<file path="config.mk">
export PLATFORM = sky130hd
export DESIGN_NAME = framebuffer_fill_engine
export DESIGN_NICKNAME = d
export VERILOG_FILES = /design/src/rtl/framebuffer_fill_engine.sv
export SDC_FILE = /design/constraint.sdc
export NUM_CORES = 1
export LEC_CHECK = 0
export ABC_AREA = 1
export CORE_MARGIN = 2
export CORE_UTILIZATION = 55
export CTS_BUF_LIST = sky130_fd_sc_hd__clkbuf_8 sky130_fd_sc_hd__clkbuf_16
export DETAILED_ROUTE_END_ITERATION = 10
export HOLD_SLACK_MARGIN = 0.03
export PLACE_DENSITY_LB_ADDON = 0.3
export SLEW_MARGIN = 0
export SYNTH_ARGS = -nofsm -noshare
export SYNTH_HDL_FRONTEND = slang
export SYNTH_SLANG_ARGS = --single-unit
</file>
<file path="constraint.sdc">
create_clock -name clock -period 4.6 [get_ports clock]
set_clock_uncertainty 0.2 [all_clocks]
set_input_delay 0.69 -clock clock [delete_from_list [all_inputs] [get_ports clock]]
set_output_delay 0.69 -clock clock [all_outputs]
set_load 0.01 [all_outputs]
</file>
<file path="src/rtl/framebuffer_fill_engine.sv">
// Framebuffer fill engine: streams one pixel write per clock into the frame memory
// write port. It supports solid fill, checkerboard, rectangle fill and clear.
// Every output is registered and is changed only by the FSM.
module framebuffer_fill_engine #(
    parameter int unsigned ADDR_W     = 12,
    parameter int unsigned DATA_W     = 1,
    parameter int unsigned WIDTH      = 64,
    parameter int unsigned HEIGHT     = 64,
    parameter int unsigned CHECK_LOG2 = 0,
    localparam int unsigned X_W       = $clog2(WIDTH),
    localparam int unsigned Y_W       = $clog2(HEIGHT)
) (
    input  logic              clock,
    input  logic              reset_n,
    input  logic              start,
    input  logic              abort,
    input  logic [1:0]        mode,
    input  logic [DATA_W-1:0] fill_value,
    input  logic [X_W-1:0]    x0,
    input  logic [X_W-1:0]    x1,
    input  logic [Y_W-1:0]    y0,
    input  logic [Y_W-1:0]    y1,
    output logic [ADDR_W-1:0] wraddress,
    output logic [DATA_W-1:0] data,
    output logic              wren,
    output logic              busy,
    output logic              done,
    output logic              err
);

    typedef enum logic [1:0] {
        ModeSolid   = 2'd0,
        ModeChecker = 2'd1,
        ModeRect    = 2'd2,
        ModeClear   = 2'd3
    } mode_e;

    typedef enum logic [1:0] {
        StIdle  = 2'd0,
        StWrite = 2'd1,
        StDone  = 2'd2
    } state_e;

    // Last column/line of the frame. The one-bit-wider copies are used for the
    // range check, so that it stays meaningful when HEIGHT is not a power of two.
    localparam logic [X_W-1:0] XLast  = X_W'(WIDTH - 1);
    localparam logic [Y_W-1:0] YLast  = Y_W'(HEIGHT - 1);
    localparam logic [X_W:0]   XLimit = (X_W + 1)'(WIDTH - 1);
    localparam logic [Y_W:0]   YLimit = (Y_W + 1)'(HEIGHT - 1);

    state_e              state_q, state_d;
    mode_e               mode_q, mode_d;
    logic [DATA_W-1:0]   fill_q, fill_d;
    logic [X_W-1:0]      x_q, x_d;
    logic [Y_W-1:0]      y_q, y_d;
    logic [X_W-1:0]      x_lo_q, x_lo_d;
    logic [X_W-1:0]      x_hi_q, x_hi_d;
    logic [Y_W-1:0]      y_hi_q, y_hi_d;

    logic [ADDR_W-1:0]   wraddress_q, wraddress_d;
    logic [DATA_W-1:0]   data_q, data_d;
    logic                wren_q, wren_d;
    logic                busy_q, busy_d;
    logic                done_q, done_d;
    logic                err_q, err_d;

    logic [X_W-1:0]      x_step;
    logic [Y_W-1:0]      y_step;
    logic                last_pixel;
    logic                rect_bad;
    mode_e               mode_in;
    logic [X_W-1:0]      start_x_lo;
    logic [X_W-1:0]      start_x_hi;
    logic [Y_W-1:0]      start_y_lo;
    logic [Y_W-1:0]      start_y_hi;

    // Pixel value for a coordinate under the given mode
    function automatic logic [DATA_W-1:0] pixel_data(input mode_e             m,
                                                     input logic [DATA_W-1:0] f,
                                                     input logic [X_W-1:0]    x,
                                                     input logic [Y_W-1:0]    y);
        logic [DATA_W-1:0] v;
        unique case (m)
            ModeClear:   v = '0;
            ModeChecker: v = (x[CHECK_LOG2] ^ y[CHECK_LOG2]) ? ~f : f;
            ModeSolid:   v = f;
            ModeRect:    v = f;
            default:     v = f;
        endcase
        return v;
    endfunction

    // Linear address: WIDTH is a power of two, so y*WIDTH + x is just {y, x}
    function automatic logic [ADDR_W-1:0] pixel_addr(input logic [X_W-1:0] x,
                                                     input logic [Y_W-1:0] y);
        return ADDR_W'({y, x});
    endfunction

    assign mode_in = mode_e'(mode);

    // Decode the scan window and validate rectangle coordinates at start time
    always_comb begin
        rect_bad   = ((x0 > x1) || (y0 > y1) ||
                      ({1'b0, x1} > XLimit) || ({1'b0, y1} > YLimit));
        start_x_lo = '0;
        start_x_hi = XLast;
        start_y_lo = '0;
        start_y_hi = YLast;
        if (mode_in == ModeRect) begin
            start_x_lo = x0;
            start_x_hi = x1;
            start_y_lo = y0;
            start_y_hi = y1;
        end
    end

    // Raster step: x is the fast axis and wraps to the window's left edge
    always_comb begin
        x_step     = x_q + 1'b1;
        y_step     = y_q;
        last_pixel = (x_q == x_hi_q) && (y_q == y_hi_q);
        if (x_q == x_hi_q) begin
            x_step = x_lo_q;
            y_step = y_q + 1'b1;
        end
    end

    // Next-state and registered-output logic
    always_comb begin
        state_d     = state_q;
        mode_d      = mode_q;
        fill_d      = fill_q;
        x_d         = x_q;
        y_d         = y_q;
        x_lo_d      = x_lo_q;
        x_hi_d      = x_hi_q;
        y_hi_d      = y_hi_q;
        wraddress_d = wraddress_q;
        data_d      = data_q;
        wren_d      = wren_q;
        busy_d      = busy_q;
        done_d      = 1'b0;
        err_d       = 1'b0;

        unique case (state_q)
            StIdle: begin
                wren_d = 1'b0;
                busy_d = 1'b0;
                // start wins over abort here; abort has no meaning while idle
                if (start) begin
                    mode_d = mode_in;
                    fill_d = fill_value;
                    if ((mode_in == ModeRect) && rect_bad) begin
                        state_d = StDone;
                        done_d  = 1'b1;
                        err_d   = 1'b1;
                    end else begin
                        // Present the first pixel on this edge itself
                        x_lo_d      = start_x_lo;
                        x_hi_d      = start_x_hi;
                        y_hi_d      = start_y_hi;
                        x_d         = start_x_lo;
                        y_d         = start_y_lo;
                        wraddress_d = pixel_addr(start_x_lo, start_y_lo);
                        data_d      = pixel_data(mode_in, fill_value, start_x_lo, start_y_lo);
                        wren_d      = 1'b1;
                        busy_d      = 1'b1;
                        state_d     = StWrite;
                    end
                end
            end

            StWrite: begin
                if (abort) begin
                    // The pixel presented this cycle is still written
                    wren_d  = 1'b0;
                    busy_d  = 1'b0;
                    state_d = StIdle;
                end else if (last_pixel) begin
                    wren_d  = 1'b0;
                    busy_d  = 1'b0;
                    done_d  = 1'b1;
                    state_d = StDone;
                end else begin
                    x_d         = x_step;
                    y_d         = y_step;
                    wraddress_d = pixel_addr(x_step, y_step);
                    data_d      = pixel_data(mode_q, fill_q, x_step, y_step);
                    wren_d      = 1'b1;
                    busy_d      = 1'b1;
                end
            end

            StDone: begin
                wren_d  = 1'b0;
                busy_d  = 1'b0;
                state_d = StIdle;
            end

            default: begin
                wren_d  = 1'b0;
                busy_d  = 1'b0;
                state_d = StIdle;
            end
        endcase
    end

    // State, latched operands and output registers
    always_ff @(posedge clock or negedge reset_n) begin
        if (!reset_n) begin
            state_q     <= StIdle;
            mode_q      <= ModeSolid;
            fill_q      <= '0;
            x_q         <= '0;
            y_q         <= '0;
            x_lo_q      <= '0;
            x_hi_q      <= '0;
            y_hi_q      <= '0;
            wraddress_q <= '0;
            data_q      <= '0;
            wren_q      <= 1'b0;
            busy_q      <= 1'b0;
            done_q      <= 1'b0;
            err_q       <= 1'b0;
        end else begin
            state_q     <= state_d;
            mode_q      <= mode_d;
            fill_q      <= fill_d;
            x_q         <= x_d;
            y_q         <= y_d;
            x_lo_q      <= x_lo_d;
            x_hi_q      <= x_hi_d;
            y_hi_q      <= y_hi_d;
            wraddress_q <= wraddress_d;
            data_q      <= data_d;
            wren_q      <= wren_d;
            busy_q      <= busy_d;
            done_q      <= done_d;
            err_q       <= err_d;
        end
    end

    assign wraddress = wraddress_q;
    assign data      = data_q;
    assign wren      = wren_q;
    assign busy      = busy_q;
    assign done      = done_q;
    assign err       = err_q;

endmodule
</file>
Word-level counts from Yosys, hierarchy flattened
Index checks and enable logic that the tools add are counted.

operators by class
  bitwise logic cells = 5
  reduce and logical (&&, ||, !) cells = 13
  $add $sub $neg = 2
  multiplexer cells = 46
  magnitude comparators = 2
  eq/ne operators = 14

operator list
  operator               number
  $mux W6                14
  $mux W12               4
  $pmux W12 S2           1
  $pmux W6 S2            2
  $mux W1                15
  $add A6 B1 Y6 const B  2
  $eq A6 B6 Y1           2
  $gt A6 B6 Y1           2
  $eq A2 B2 Y1 const B   4
  $mux W2                4
  $ne A2 B2 Y1 const B   4
  $eq A2 B1 Y1 const B   3
  $logic_not A2 Y1       3
  $pmux W1 S2            3
  $pmux W1 S3            2
  $reduce_and A5 Y1      1
  $pmux W2 S2            1
  $reduce_and A2 Y1      2
  $reduce_or A2 Y1       2
  $ne A3 B3 Y1 const B   1
  $not A1 Y1             3
  $reduce_and A3 Y1      1
  $logic_and A1 B1 Y1    2
  $reduce_bool A2 Y1     1
  2 further kinds        3

word-level totals
  bits of input ports = 31
  register bits after elaboration = 51

Longest topological paths before layout
  depth after elaboration = 8
  gate-level depth with buffers = 14
  mapped depth without buffers = 14

Worst setup path after synthesis
OpenSTA, ideal clock, no wires.

  path type = input -> register
  start = input port y1[5]
  end = register x_hi_q[1]
  setup time = 0.076 ns
  required time = 4.324 ns
  arrival = 2.005 ns
  buffers on the path = 1
  setup slack = 2.319 ns
  stages = 14
  cells stage by stage = inv_1 -> ha_1 -> nand2_1 -> nor2_1 -> o21ai_1 -> nand2_1 -> o21ai_1 -> nand2_1 -> nand2_1 -> nand3_2 -> inv_2 -> buf_2 -> o21ai_0 -> o21ai_1

on the way
  cells in the longest elaborated chain, start to end = 5

RTL lines
  what                                line  source
  start, declared                     22    input logic [Y_W-1:0] y1,
  $gt A6 B6 Y1                        103   rect_bad = ((x0 > x1) || (y0 > y1) ||
  $logic_or A1 B1 Y1                  103
  $logic_and A1 B1 Y1                 153   if ((mode_in == ModeRect) && rect_bad) begin
  $not A1 Y1 (no source line)         --
  $reduce_and A3 Y1 (no source line)  --
  end signal, assigned                232   x_hi_q <= x_hi_d;
  end, declared                       57    logic [X_W-1:0] x_hi_q, x_hi_d;

Every way passes these cells.
A chain may end at the register's enable or synchronous reset.

Final worst setup path
  start = input port y1[1]
  end = register x_hi_q[4]

The elaborated chain is that of the path after synthesis.

==> report_table.html <==
<table>
<tr><th>Metric</th><th>Value</th></tr>
<tr><th colspan="2">Status</th></tr>
<tr><td>Outcome</td><td>finished clean</td></tr>
<tr><th colspan="2">Power</th></tr>
<tr><td>Leakage power of the design</td><td>approximately 0.0015 uW</td></tr>
<tr><td>Sequential Power Share</td><td>between 30 and 40%</td></tr>
<tr><td>Cell-internal power</td><td>780 uW</td></tr>
<tr><td>Part of the total power dissipated in the clock network</td><td>16.9%</td></tr>
<tr><td>Total net switching power</td><td>555 uW</td></tr>
<tr><td>Ratio of total power to cell area</td><td>roughly 430 mW/mm^2</td></tr>
<tr><td>Fraction of power consumed by combinational cells</td><td>between 40% and 50%</td></tr>
<tr><td>Largest vdd supply drop</td><td>0.213 mV</td></tr>
<tr><td>Proportion of total power due to net switching</td><td>41.5%</td></tr>
<tr><th colspan="2">Global route</th></tr>
<tr><td>Initial antenna violation count</td><td>0</td></tr>
<tr><td>Maximum number of pins on one net before global-route repair</td><td>40</td></tr>
<tr><td>Global routing met1 resource utilization</td><td>33.9%</td></tr>
<tr><td>Via count of the first global-routing pass</td><td>around 2,200</td></tr>
<tr><td>Global-route wire length before repair</td><td>9980 um</td></tr>
<tr><td>Global-route track usage on met2</td><td>41.5%</td></tr>
<tr><td>Total global-route track usage</td><td>25.4%</td></tr>
<tr><td>Final global-route overflow total</td><td>0</td></tr>
<tr><td>Met3 usage</td><td>5.28%</td></tr>
<tr><td>Routing layer with the top usage in global route</td><td>met2</td></tr>
<tr><th colspan="2">Synth</th></tr>
<tr><td>Avg Cell Area, Syn</td><td>just under 8 um^2</td></tr>
<tr><td>Async set-reset flop share out of synthesis</td><td>100%</td></tr>
<tr><td>Number of enable-type register cells in the synthesized netlist</td><td>0</td></tr>
<tr><td>Portion of the post-synthesis area used by sequential elements</td><td>38.1%</td></tr>
<tr><td>Proportion of netlist area held by the largest area contributor</td><td>between 30% and 40%</td></tr>
<tr><td>Combined area of all synthesized cells</td><td>0.00256 mm^2</td></tr>
<tr><td>Yosys warning count</td><td>0</td></tr>
<tr><td>Ys flop type</td><td>dfrtp_1</td></tr>
<tr><td>Dominant cell by count in the synthesized netlist</td><td>nand2_1</td></tr>
<tr><td>Number of register bits inferred by synthesis</td><td>39</td></tr>
<tr><td>Cells after Synth</td><td>324</td></tr>
<tr><td>Total nets after synthesis</td><td>369</td></tr>
<tr><td>Most frequent cells after synthesis</td><td>nand2_1 (70), inv_1 (43), dfrtp_1 (39)</td></tr>
<tr><td>Synth unique cells</td><td>36</td></tr>
<tr><td>Post-synthesis cell type with the largest combined area</td><td>dfrtp_1</td></tr>
<tr><td>Cell types occupying the most area after synthesis</td><td>dfrtp_1 (38%), nand2_1 (10%), ha_1 (6.8%)</td></tr>
<tr><th colspan="2">Final layout</th></tr>
<tr><td>Final Instance Area</td><td>~0.0031 mm^2</td></tr>
<tr><td>Fraction of layout instances using a drive strength above 1</td><td>13.7%</td></tr>
<tr><td>Final core utilization</td><td>70.7%</td></tr>
<tr><td>Synthesis-to-layout area growth</td><td>22.0%</td></tr>
<tr><td>Number of filler instances in the final layout</td><td>approximately 370</td></tr>
<tr><td>Total Nets Final</td><td>about 420</td></tr>
<tr><td>Diodes inserted</td><td>0</td></tr>
<tr><th colspan="2">STA</th></tr>
<tr><td>Worst Hold Slack</td><td>0.310 ns</td></tr>
<tr><td>Share of the clock period used by the worst path</td><td>63.8%</td></tr>
<tr><td>Period minus WS final</td><td>slightly below 3 ns</td></tr>
<tr><td>RSZ-0062 raised after global routing</td><td>false</td></tr>
<tr><td>Final-report max-slew violation count</td><td>0</td></tr>
<tr><td>Transition time at the pin with the least slew margin</td><td>0.872 ns</td></tr>
<tr><td>Worst slew slack as a fraction of its limit</td><td>41.8%</td></tr>
<tr><td>FMAX</td><td>0.341 GHz</td></tr>
<tr><td>Count of endpoints failing setup in the final report</td><td>0</td></tr>
<tr><td>Setup slack of the critical path after layout</td><td>1.66 ns</td></tr>
<tr><td>Final hold violation count</td><td>0</td></tr>
<tr><td>Setup total negative slack</td><td>0 ns</td></tr>
<tr><th colspan="2">Drt</th></tr>
<tr><td>Number of design rule violations left after detail routing</td><td>0</td></tr>
<tr><td>Detailed router's first-iteration violation count</td><td>between 150 and 200</td></tr>
<tr><td>Overall via count from detail_route</td><td>2,315</td></tr>
<tr><td>Antenna viol nets, final</td><td>0</td></tr>
<tr><td>Number of iterations in the first detailed-routing pass</td><td>4</td></tr>
<tr><td>Wirelength, routed</td><td>approximately 6200 um</td></tr>
<tr><td>Vias per std cell</td><td>5.46</td></tr>
<tr><td>Average wire length per cell after detail routing</td><td>about 15 um</td></tr>
<tr><th colspan="2">Critical path</th></tr>
<tr><td>WP data required</td><td>4.61 ns</td></tr>
<tr><td>Max stage delay on crit path</td><td>between 0.5 and 0.6 ns</td></tr>
<tr><td>Reg-to-reg slack, setup</td><td>2.53 ns</td></tr>
<tr><td>Number of buffer and inverter stages on the critical path</td><td>4</td></tr>
<tr><td>Reg2Reg Capture Point</td><td>y_q[5]</td></tr>
<tr><td>Gate family responsible for the most delay along the worst path</td><td>buffers and inverters</td></tr>
<tr><td>Critical path's slowest cell</td><td>clkdlybuf4s50_1</td></tr>
<tr><td>Top cell by count, worst path</td><td>nand2_1</td></tr>
<tr><td>Data arrival time of the critical path</td><td>just under 3 ns</td></tr>
<tr><td>Launch point of the worst reg-to-reg path</td><td>x_q[2]</td></tr>
<tr><td>Highest fanout seen on the critical path</td><td>36</td></tr>
<tr><td>Cell-by-cell listing of the critical path</td><td>clkdlybuf4s50_1, inv_1, ha_1, inv_1, nor2_1, o21ai_1, nand2_1, o21ai_1, nand2_1, nand2_1, nand3_2, inv_2, o21ai_0, o21ai_0</td></tr>
<tr><td>Worst setup path category</td><td>input pin to flop</td></tr>
<tr><td>Reg2Reg Depth</td><td>12</td></tr>
<tr><td>Logic depth of the worst setup path including buffers</td><td>14</td></tr>
<tr><td>Startpoint type of the worst setup path</td><td>input pin</td></tr>
<tr><td>Worst Setup End Kind</td><td>flop</td></tr>
<tr><th colspan="2">Floorplanning</th></tr>
<tr><td>Die boundary width</td><td>a little over 70 um</td></tr>
<tr><td>Die Y-Extent</td><td>72.2 um</td></tr>
<tr><td>I/O Pins</td><td>48</td></tr>
<tr><td>Num rows</td><td>24</td></tr>
<tr><td>Die area</td><td>approximately 0.0052 mm^2</td></tr>
<tr><td>Core Region</td><td>between 0.004 and 0.005 mm^2</td></tr>
<tr><td>Initial core utilization</td><td>58.0%</td></tr>
<tr><th colspan="2">Clock tree</th></tr>
<tr><td>CTS tree</td><td>yes</td></tr>
<tr><td>Root buffer selected by CTS</td><td>clkbuf_8</td></tr>
<tr><td>Inserted Clock Buffers</td><td>5</td></tr>
<tr><td>Number of clock sinks</td><td>39</td></tr>
<tr><td>CTS H-tree lvls</td><td>2</td></tr>
<tr><td>Worst-skew pair later-pin latency</td><td>0.29 ns</td></tr>
<tr><td>Clock transition time at the flip-flop clock pins of the worst setup and hold paths</td><td>0.08 ns</td></tr>
<tr><td>CTS resizes</td><td>0</td></tr>
<tr><td>Count of hold-fix buffers inserted at cts</td><td>0</td></tr>
<tr><td>Maximum clock path buffer count</td><td>2</td></tr>
<tr><td>Setup Buffers After CTS</td><td>0</td></tr>
<tr><th colspan="2">Placement</th></tr>
<tr><td>IO Port Bufs</td><td>47</td></tr>
<tr><td>Instance area after placement</td><td>between 0.003 and 0.004 mm^2</td></tr>
<tr><td>Post-DP HPWL</td><td>4550 um</td></tr>
<tr><td>Worst setup slack before clock tree synthesis</td><td>1.42 ns</td></tr>
<tr><td>RePlAce Congestion</td><td>0.856</td></tr>
<tr><th colspan="2">Job</th></tr>
<tr><td>Max-cap violations</td><td>0</td></tr>
<tr><th colspan="2">Hold path</th></tr>
<tr><td>Worst hold-check path type</td><td>input pin to async pin</td></tr>
</table>
## cell type report
cell class | instances | area [um^2] | area share [%]
Tap cell | 52 | 65.1 | 2.08
Inverter | 53 | 201 | 6.45
Clock inverter | 3 | 12.5 | 0.401
Sequential cell | 39 | 976 | 31.3
Multi-Input combinational cell | 225 | 1330 | 42.7
Clock buffer | 5 | 68.8 | 2.20
Timing Repair Buffer | 47 | 465 | 14.9
## flip-flops by register name, indices dropped and copies added, names as in the netlist
signal / flops
busy: 1
state_q: 2
wraddress: 1
done: 1
x_lo_q: 6
y_q: 6
mode_q: 2
x_q: 5
fill_q: 1
err: 1
data: 1
x_hi_q: 6
y_hi_q: 6
## logic make-up (layout without fill, tap and decap cells)
family | count (synthesis) | in the layout | synth area share (%)
simple gates | 135 | 135 | 26.6
fa+ha+maj | 14 | 14 | 6.85
buf+inv | 60 | 108 | 9.78
compound gates | 67 | 67 | 15.5
xor+xnor | 8 | 8 | 2.74
mux | 1 | 1 | 0.440
flops | 39 | 39 | 38.1
## worst max-delay path by stage
stage,slack (ns),endpoint,start
after global routing,1.45,x_hi_q[4],x1[3]
after detailed placement,1.42,y_hi_q[4],y1[1]
final,1.66,x_hi_q[4],y1[1]
after CTS,1.67,x_hi_q[4],y1[1]
after floorplan,2.32,x_hi_q[1],y1[5]
after global placement,1.50,y_hi_q[2],x1[5]
## placed cells by master, fill, tap and decap left out, types with 2 or more instances in the layout
| master | Yosys | layout |
|---|---|---|
| a21oi_1 | 9 | 9 |
| clkbuf_8 | 0 | 5 |
| clkdlybuf4s50_1 | 0 | 46 |
| dfrtp_1 | 39 | 39 |
| ha_1 | 14 | 14 |
| inv_1 | 43 | 45 |
| inv_2 | 9 | 9 |
| nand2_1 | 70 | 70 |
| nand2_2 | 8 | 8 |
| nand2_4 | 3 | 3 |
| nand3_1 | 20 | 20 |
| nand4_1 | 7 | 7 |
| nor2_1 | 11 | 11 |
| nor2_2 | 4 | 4 |
| nor2_4 | 5 | 5 |
| nor3_1 | 2 | 2 |
| o21ai_0 | 35 | 35 |
| o21ai_1 | 7 | 7 |
| o21ai_2 | 6 | 6 |
| o221ai_1 | 3 | 3 |
| o32ai_1 | 2 | 2 |
| or2_2 | 2 | 2 |
| xnor2_1 | 2 | 2 |
| xor2_1 | 6 | 6 |
## power groups by stage
stage          Combinational (uW)  Clock [uW]  Sequential, uW
3_5_place_dp                  581           0             529
6_report                      586         225             524
5_1_grt                       654         242             537
4_1_cts                       586         226             522
2_1_floorplan                 383           0             526
3_3_place_gp                  564           0             527
## per-layer routing
metal | part of all wire (%) | vias to the layer above
met5 | 0 | -
met4 | 1.2 | 0
met3 | 6.2 | 5
met2 | 48 | 81
met1 | 45 | 1079
li1 | - | 1150
## stage by stage
step | std cells | total power, uW
after detailed placement | 416 | 1110
after CTS | 424 | 1330
final | 424 | 1340
after floorplan | 324 | 909
after global routing | 424 | 1430
after global placement | 416 | 1090
(Power assumes the default switching activity.)
